## config.mk

```make
export PLATFORM = sky130hd
export DESIGN_NAME = ps2_rx_fifo
export DESIGN_NICKNAME = d
export VERILOG_FILES = /design/src/rtl/ps2_pkg.sv /design/src/rtl/sync_fifo.sv /design/src/rtl/ps2_rx_fifo.sv
export SDC_FILE = /design/constraint.sdc
export NUM_CORES = 1
export LEC_CHECK = 0
export ABC_AREA = 1
export CAP_MARGIN = 0
export CELL_PAD_IN_SITES_DETAIL_PLACEMENT = 0
export CELL_PAD_IN_SITES_GLOBAL_PLACEMENT = 1
export CORE_MARGIN = 1.5
export CORE_UTILIZATION = 25
export CTS_CLUSTER_DIAMETER = 120
export DETAILED_ROUTE_END_ITERATION = 16
export PLACE_DENSITY = 0.52
export SLEW_MARGIN = 30
export SYNTH_ARGS = -nofsm -noshare
export SYNTH_HDL_FRONTEND = slang
export SYNTH_SLANG_ARGS = --single-unit
```

## constraint.sdc

```tcl
create_clock -name clk_50 -period 3.1 [get_ports clk_50]
set_input_delay 0.31 -clock clk_50 [delete_from_list [all_inputs] [get_ports clk_50]]
set_output_delay 0.31 -clock clk_50 [all_outputs]
set_load 0.02 [all_outputs]
```

## src/rtl/ps2_pkg.sv

```systemverilog
// Shared types, byte constants and the parity helper for the PS/2 receive path.
package ps2_pkg;

  typedef enum logic [1:0] {
    ST_IDLE   = 2'd0,
    ST_DATA   = 2'd1,
    ST_PARITY = 2'd2,
    ST_STOP   = 2'd3
  } ps2_state_e;

  localparam logic [7:0] PS2_PREFIX_EXT = 8'hE0;
  localparam logic [7:0] PS2_PREFIX_BRK = 8'hF0;

  // PS/2 uses odd parity: data bits plus parity bit must hold an odd count of ones.
  function automatic logic ps2_parity_ok(input logic [7:0] d, input logic p);
    return ^{d, p};
  endfunction

endpackage

```

## src/rtl/sync_fifo.sv

```systemverilog
// Generic show-ahead FIFO; head is visible combinationally while not empty, one-cycle push-to-visible.
// Push when full is dropped unless a pop happens in the same cycle; pop when empty is ignored.
module sync_fifo #(
  parameter int WIDTH = 10,
  parameter int DEPTH = 8
) (
  input  logic                     clk_i,
  input  logic                     rst_i,
  input  logic                     push_i,
  input  logic [WIDTH-1:0]         push_dat_i,
  input  logic                     pop_i,
  output logic [WIDTH-1:0]         pop_dat_o,
  output logic                     full_o,
  output logic                     empty_o,
  output logic [$clog2(DEPTH):0]   level_o
);

  localparam int AW = $clog2(DEPTH);
  localparam int LW = AW + 1;

  logic [WIDTH-1:0] mem_q [DEPTH];
  logic [AW-1:0]    wr_ptr_q, rd_ptr_q;
  logic [LW-1:0]    cnt_q, cnt_d;
  logic             do_push, do_pop;

  assign full_o  = (cnt_q == LW'(DEPTH));
  assign empty_o = (cnt_q == '0);
  assign do_pop  = pop_i & ~empty_o;
  assign do_push = push_i & (~full_o | do_pop);

  always_comb begin
    cnt_d = cnt_q;
    if (do_push && !do_pop) begin
      cnt_d = cnt_q + 1'b1;
    end else if (do_pop && !do_push) begin
      cnt_d = cnt_q - 1'b1;
    end
  end

  always_ff @(posedge clk_i or posedge rst_i) begin
    if (rst_i) begin
      wr_ptr_q <= '0;
      rd_ptr_q <= '0;
      cnt_q    <= '0;
    end else begin
      if (do_push) wr_ptr_q <= wr_ptr_q + 1'b1;
      if (do_pop)  rd_ptr_q <= rd_ptr_q + 1'b1;
      cnt_q <= cnt_d;
    end
  end

  always_ff @(posedge clk_i) begin
    if (do_push) mem_q[wr_ptr_q] <= push_dat_i;
  end

  assign pop_dat_o = mem_q[rd_ptr_q];
  assign level_o   = cnt_q;

endmodule

```

## src/rtl/ps2_rx_fifo.sv

```systemverilog
// PS/2 device-to-host receiver: sampled/filtered clock, frame checks, E0/F0 folding, show-ahead output FIFO.
// Entry visible 2 cycles after the stop-bit strobe; no backpressure to the device, full FIFO drops and pulses overflow.
module ps2_rx_fifo
  import ps2_pkg::*;
#(
  parameter int FILTER_LEN     = 5,
  parameter int TIMEOUT_CYCLES = 100000,
  parameter int FIFO_DEPTH     = 8,
  parameter int DECODE_PREFIX  = 1
) (
  input  logic                        clk_50,
  input  logic                        areset,
  input  logic                        ps2_clk,
  input  logic                        ps2_dat,
  input  logic                        rd_en,
  output logic                        valid_data,
  output logic [7:0]                  data,
  output logic                        ext,
  output logic                        brk,
  output logic [$clog2(FIFO_DEPTH):0] level,
  output logic                        overflow,
  output logic                        parity_err,
  output logic                        frame_err,
  output logic                        timeout_err
);

  localparam int FW = (FILTER_LEN > 2) ? $clog2(FILTER_LEN) : 1;
  localparam int TW = $clog2(TIMEOUT_CYCLES);
  localparam logic [FW-1:0] FLT_LAST = FW'(FILTER_LEN - 1);
  localparam logic [TW-1:0] TMO_LAST = TW'(TIMEOUT_CYCLES - 1);

  logic clk_s1_q, clk_s2_q, dat_s1_q, dat_s2_q;
  logic filt_q, filt_d, filt_prev_q;
  logic [FW-1:0] flt_cnt_q, flt_cnt_d;
  logic strobe;

  ps2_state_e state_q, state_d;
  logic [2:0]    bitcnt_q, bitcnt_d;
  logic [7:0]    shift_q, shift_d;
  logic          par_q, par_d;
  logic [TW-1:0] tmo_q, tmo_d;

  logic       acc_vld_q, acc_vld_d;
  logic [7:0] acc_byte_q, acc_byte_d;
  logic       parity_err_q, parity_err_d;
  logic       frame_err_q, frame_err_d;
  logic       timeout_err_q, timeout_err_d;

  logic       ext_pend_q, ext_pend_d, brk_pend_q, brk_pend_d;
  logic       overflow_q, overflow_d;
  logic       fifo_push, fifo_full, fifo_empty;
  logic [9:0] fifo_push_dat, fifo_head;

  // Filtered clock flips only after FILTER_LEN consecutive samples disagree with it.
  always_comb begin
    filt_d    = filt_q;
    flt_cnt_d = '0;
    if (clk_s2_q != filt_q) begin
      if (flt_cnt_q == FLT_LAST) begin
        filt_d = clk_s2_q;
      end else begin
        flt_cnt_d = flt_cnt_q + 1'b1;
      end
    end
  end

  assign strobe = filt_prev_q & ~filt_q;

  always_comb begin
    state_d       = state_q;
    bitcnt_d      = bitcnt_q;
    shift_d       = shift_q;
    par_d         = par_q;
    tmo_d         = tmo_q + 1'b1;
    acc_vld_d     = 1'b0;
    acc_byte_d    = acc_byte_q;
    parity_err_d  = 1'b0;
    frame_err_d   = 1'b0;
    timeout_err_d = 1'b0;
    if (state_q == ST_IDLE) tmo_d = '0;
    if (strobe) begin
      tmo_d = '0;
      case (state_q)
        ST_IDLE: begin
          if (!dat_s2_q) begin
            state_d  = ST_DATA;
            bitcnt_d = '0;
          end
        end
        ST_DATA: begin
          shift_d  = {dat_s2_q, shift_q[7:1]};
          bitcnt_d = bitcnt_q + 3'd1;
          if (bitcnt_q == 3'd7) state_d = ST_PARITY;
        end
        ST_PARITY: begin
          par_d   = dat_s2_q;
          state_d = ST_STOP;
        end
        ST_STOP: begin
          state_d = ST_IDLE;
          if (!dat_s2_q) begin
            frame_err_d = 1'b1;
          end else if (!ps2_parity_ok(shift_q, par_q)) begin
            parity_err_d = 1'b1;
          end else begin
            acc_vld_d  = 1'b1;
            acc_byte_d = shift_q;
          end
        end
        default: state_d = ST_IDLE;
      endcase
    end else if (state_q != ST_IDLE && tmo_q == TMO_LAST) begin
      timeout_err_d = 1'b1;
      state_d       = ST_IDLE;
      tmo_d         = '0;
    end
  end

  // Prefix folding runs one cycle after the stop strobe on the registered accept result.
  always_comb begin
    ext_pend_d    = ext_pend_q;
    brk_pend_d    = brk_pend_q;
    fifo_push     = 1'b0;
    fifo_push_dat = {ext_pend_q, brk_pend_q, acc_byte_q};
    if (parity_err_q || frame_err_q || timeout_err_q) begin
      ext_pend_d = 1'b0;
      brk_pend_d = 1'b0;
    end else if (acc_vld_q) begin
      if (DECODE_PREFIX != 0) begin
        if (acc_byte_q == PS2_PREFIX_EXT) begin
          ext_pend_d = 1'b1;
        end else if (acc_byte_q == PS2_PREFIX_BRK) begin
          brk_pend_d = 1'b1;
        end else begin
          fifo_push  = 1'b1;
          ext_pend_d = 1'b0;
          brk_pend_d = 1'b0;
        end
      end else begin
        fifo_push     = 1'b1;
        fifo_push_dat = {2'b00, acc_byte_q};
      end
    end
  end

  assign overflow_d = fifo_push & fifo_full & ~(rd_en & ~fifo_empty);

  always_ff @(posedge clk_50 or posedge areset) begin
    if (areset) begin
      clk_s1_q      <= 1'b1;
      clk_s2_q      <= 1'b1;
      dat_s1_q      <= 1'b1;
      dat_s2_q      <= 1'b1;
      filt_q        <= 1'b1;
      filt_prev_q   <= 1'b1;
      flt_cnt_q     <= '0;
      state_q       <= ST_IDLE;
      bitcnt_q      <= '0;
      shift_q       <= '0;
      par_q         <= 1'b0;
      tmo_q         <= '0;
      acc_vld_q     <= 1'b0;
      acc_byte_q    <= '0;
      parity_err_q  <= 1'b0;
      frame_err_q   <= 1'b0;
      timeout_err_q <= 1'b0;
      ext_pend_q    <= 1'b0;
      brk_pend_q    <= 1'b0;
      overflow_q    <= 1'b0;
    end else begin
      clk_s1_q      <= ps2_clk;
      clk_s2_q      <= clk_s1_q;
      dat_s1_q      <= ps2_dat;
      dat_s2_q      <= dat_s1_q;
      filt_q        <= filt_d;
      filt_prev_q   <= filt_q;
      flt_cnt_q     <= flt_cnt_d;
      state_q       <= state_d;
      bitcnt_q      <= bitcnt_d;
      shift_q       <= shift_d;
      par_q         <= par_d;
      tmo_q         <= tmo_d;
      acc_vld_q     <= acc_vld_d;
      acc_byte_q    <= acc_byte_d;
      parity_err_q  <= parity_err_d;
      frame_err_q   <= frame_err_d;
      timeout_err_q <= timeout_err_d;
      ext_pend_q    <= ext_pend_d;
      brk_pend_q    <= brk_pend_d;
      overflow_q    <= overflow_d;
    end
  end

  sync_fifo #(
    .WIDTH (10),
    .DEPTH (FIFO_DEPTH)
  ) u_fifo (
    .clk_i      (clk_50),
    .rst_i      (areset),
    .push_i     (fifo_push),
    .push_dat_i (fifo_push_dat),
    .pop_i      (rd_en),
    .pop_dat_o  (fifo_head),
    .full_o     (fifo_full),
    .empty_o    (fifo_empty),
    .level_o    (level)
  );

  // Head is masked while empty so outputs read 0 instead of stale storage.
  assign valid_data        = ~fifo_empty;
  assign {ext, brk, data}  = fifo_empty ? 10'd0 : fifo_head;
  assign overflow          = overflow_q;
  assign parity_err        = parity_err_q;
  assign frame_err         = frame_err_q;
  assign timeout_err       = timeout_err_q;

endmodule
```

==> key figures <==
Synthesis
  – Area contributors post-synth: edfxtp_1 37%, dfrtp_1 22%, nand2_1 6.2%, nor2_1 5.5%, o21ai_0 4.8%
  – Mean Syn Cell Area: 10.3 µm²
  – #FFs+latches synth: 145
  – Syn nets: 655
  – Unique masters post-synth: 43
  – Ys Warns: 0
  – Synth top area share: 36.6%
  – Mapped Cells: 635
  – Leading area contributor after synthesis: edfxtp_1
  – Top_reg_cell synth: edfxtp_1
  – Seq/Total Area, Yosys: 61.5%
  – Asr flop ratio synth: 44.8%
  – Number of synthesized flops with an enable pin: 80
  – Cell Area, Synth: 0.00657 mm²

Timing
  – RSZ-0062 raised after global routing: false
  – Max Slew Vio Count: 0
  – Final setup violation count: 0
  – Max Fclk: 352 MHz
  – Hold Fails Final Rpt: 0
  – Measured slew at the worst slew-check pin: 687 ps
  – Setup slack after layout: 257 ps
  – Skew final: 7.62 ps
  – Setup tns final: 0 ps
  – Tcrit/Tclk final: 91.7%
  – Slew HR: 54.1%
  – Crit path time final: 2840 ps

Power and ir drop
  – NetSw: 2500 µW
  – Power Dens Cells: 874 mW/mm²
  – Peak VDD IR: 0.398 mV
  – Internal power: 4410 µW
  – Clock share of power: 31.6%
  – Leakage power total: 0.00323 µW
  – Combinational group share of total power: 34.0%
  – Seq pwr share: 34.4%
  – Sw frac: 36.1%

Clock tree
  – # Post-CTS Setup Buffers: 0
  – Max Root-Sink Buffers: 2
  – CTS resizes: 0
  – Worst-path clk slew: 60 ps
  – CTS tree: built
  – Hold-fix buffers, CTS: 0
  – Clk_lat worst skew: 430 ps
  – Clock net sink count: 145
  – Root Buffer Master: clkbuf_16
  – H-tree depth: 4
  – CTS Buf Count: 17

Route
  – Wirelength per Cell: 14.4 µm
  – Post-route ant nets: 0
  – Residual DRC: 0
  – Vias/cell: 4.34
  – Final wirelength: 14800 µm
  – Drt first pass iters: 4
  – Drt initial violations: 192
  – Via Count: 4447

Critical path
  – Required time of the critical path: 2790 ps
  – WP data arrival: 2530 ps
  – Crit Path Max Fanout: 11
  – Crit path launch type: flip-flop
  – Crit Path Class: reg2out
  – Crit. End Element: output pin

Final layout
  – Register Area: 0.00404 mm²
  – Area of the multi-input gates: 0.00221 mm²
  – Ant. Diodes: 0
  – Commonest non-fill, non-tap cell in the layout: nand2_1
  – Most frequent cells in the layout: 108 x nand2_1, 96 x nor2_1, 80 x edfxtp_1
  – Layout Nets: 697
  – # fillers: 2616
  – Area Overhead vs Synth: 20.4%
  – Final instance area: 0.00791 mm²
  – Share of cells above drive strength 1: 14.3%

Floorplan
  – I/O Pins: 24
  – Chip Width: 165 µm
  – Die Area: 0.0272 mm²
  – Die Ht: 165 µm
  – Std-Cell Rows: 59
  – Initial Util: 25.3%
  – Core area: 0.0259 mm²

Place
  – Buffers on Ports: 23
  – Post-DP HPWL: 9800 µm
  – Dpl ws: 513 ps
  – Area after DPL: 0.00728 mm²
  – Gpl congestion: 0.810

GRT
  – GRT overflow: 0
  – First-pass GRT wire length: 24100 µm
  – Initial antenna violation count: 0
  – Total Routing Usage GR: 11.8%
  – Largest net degree at the start of global routing: 43
  – Vias in the first global route: 4620

Outcome
  – Outcome: completed

Job
  – Max Cap Viol: 0

Min path
  – Hold Path Class: in2reg
==> power groups by stage <==
stage / registers [µW] / clock network (µW) / logic [µW]
finish: 2380 / 2180 / 2350
global route: 2400 / 2320 / 2640
floorplan: 2400 / 0 / 1570
CTS: 2380 / 2240 / 2400
detailed placement: 2420 / 0 / 2390
global placement: 2400 / 0 / 2340
==> synthesized netlist by cell type, drive strengths merged (7+ instances only) <==
cell and instances:
xor2 7, a31oi 12, clkbuf 9, nand3 25
nor3 14, nand2 122, buf 9, dfrtp 59
o21ai 71, inv 60, ha 14, nor2 108
o22ai 10, edfxtp 80
==> state kept, by name (all words and copies together), names as in the netlist, 2 cells and up <==
register and count:
u_fifo.mem_q 80, tmo_q 17, acc_byte_q 8, shift_q 8
u_fifo.level_o 4, bitcnt_q 3, flt_cnt_q 3, u_fifo.rd_ptr_q 3
u_fifo.wr_ptr_q 3, state_q 2
==> metrics by stage <==
step	total power (µW)	utilization (%)	cells	hold slack, ps
after floorplan	3970	-	635	314
after global placement	4740	28.1	993	347
after detailed placement	4800	28.1	993	348
after CTS	7020	30.5	1025	269
after global routing	7360	30.5	1025	263
final	6910	30.5	1025	288
==> final timing paths <==
| path | start | to | cells after the start | slack (ps) |
|---|---|---|---|---|
| max reg2reg | acc_byte_q[6]$_DFFE_PP0P_ | u_fifo.level_o[3]$_DFFE_PP0P_ | 14 | 570 |
| max in group asynchronous | areset | filt_prev_q$_DFF_PP1_ | 3 | 2090 |
| min reg2reg | dat_s1_q$_DFF_PP1_ | dat_s2_q$_DFF_PP1_ | 0 | 360 |
| max | u_fifo.level_o[0]$_DFFE_PP0P_ | data[3] | 7 | 260 |
| min | ps2_dat | dat_s1_q$_DFF_PP1_ | 1 | 290 |
| min in group asynchronous | areset | tmo_q[10]$_DFF_PP0_ | 2 | 320 |
==> cells by family (layout without fill, tap and decap cells) <==
| family | after synthesis | after routing | synth area share (%) |
|---|---|---|---|
| compound gates | 104 | 104 | 8.54 |
| xor+xnor | 12 | 12 | 1.60 |
| fa+ha+maj | 15 | 15 | 2.97 |
| buf+inv | 80 | 135 | 4.88 |
| flops | 145 | 145 | 61.5 |
| mux | 1 | 1 | 0.172 |
| simple gates | 278 | 278 | 20.4 |
==> worst max-delay path: stages (launching register included) <==
cell and delay [ps]:
dfrtp_1 460, nor2_1 80, inv_1 70, nor3_1 50, inv_1 380, o21ai_1 140
a31oi_1 270, clkdlybuf4s50_1 660
==> area by class of cell <==
type / count / share of cell area, %
clock inverters: 14 / 2.41
repair buffers: 41 / 4.78
inverters: 62 / 2.98
multi-input cells: 410 / 27.9
well taps: 335 / 5.30
flip-flops and latches: 145 / 51.1
clock buffers: 18 / 5.55
==> routing by layer <==
layer | global-route usage [%] | share of wire, % | wire, µm | vias up
li1 | - | - | - | 2215
met1 | 14.5 | 46 | 6850 | 2166
met5 | 0 | 0 | 0 | -
met3 | 3.12 | 3.4 | 509 | 12
met2 | 20.3 | 49 | 7260 | 54
met4 | 3.69 | 1.2 | 172 | 0
(Power assumes the default switching activity.)
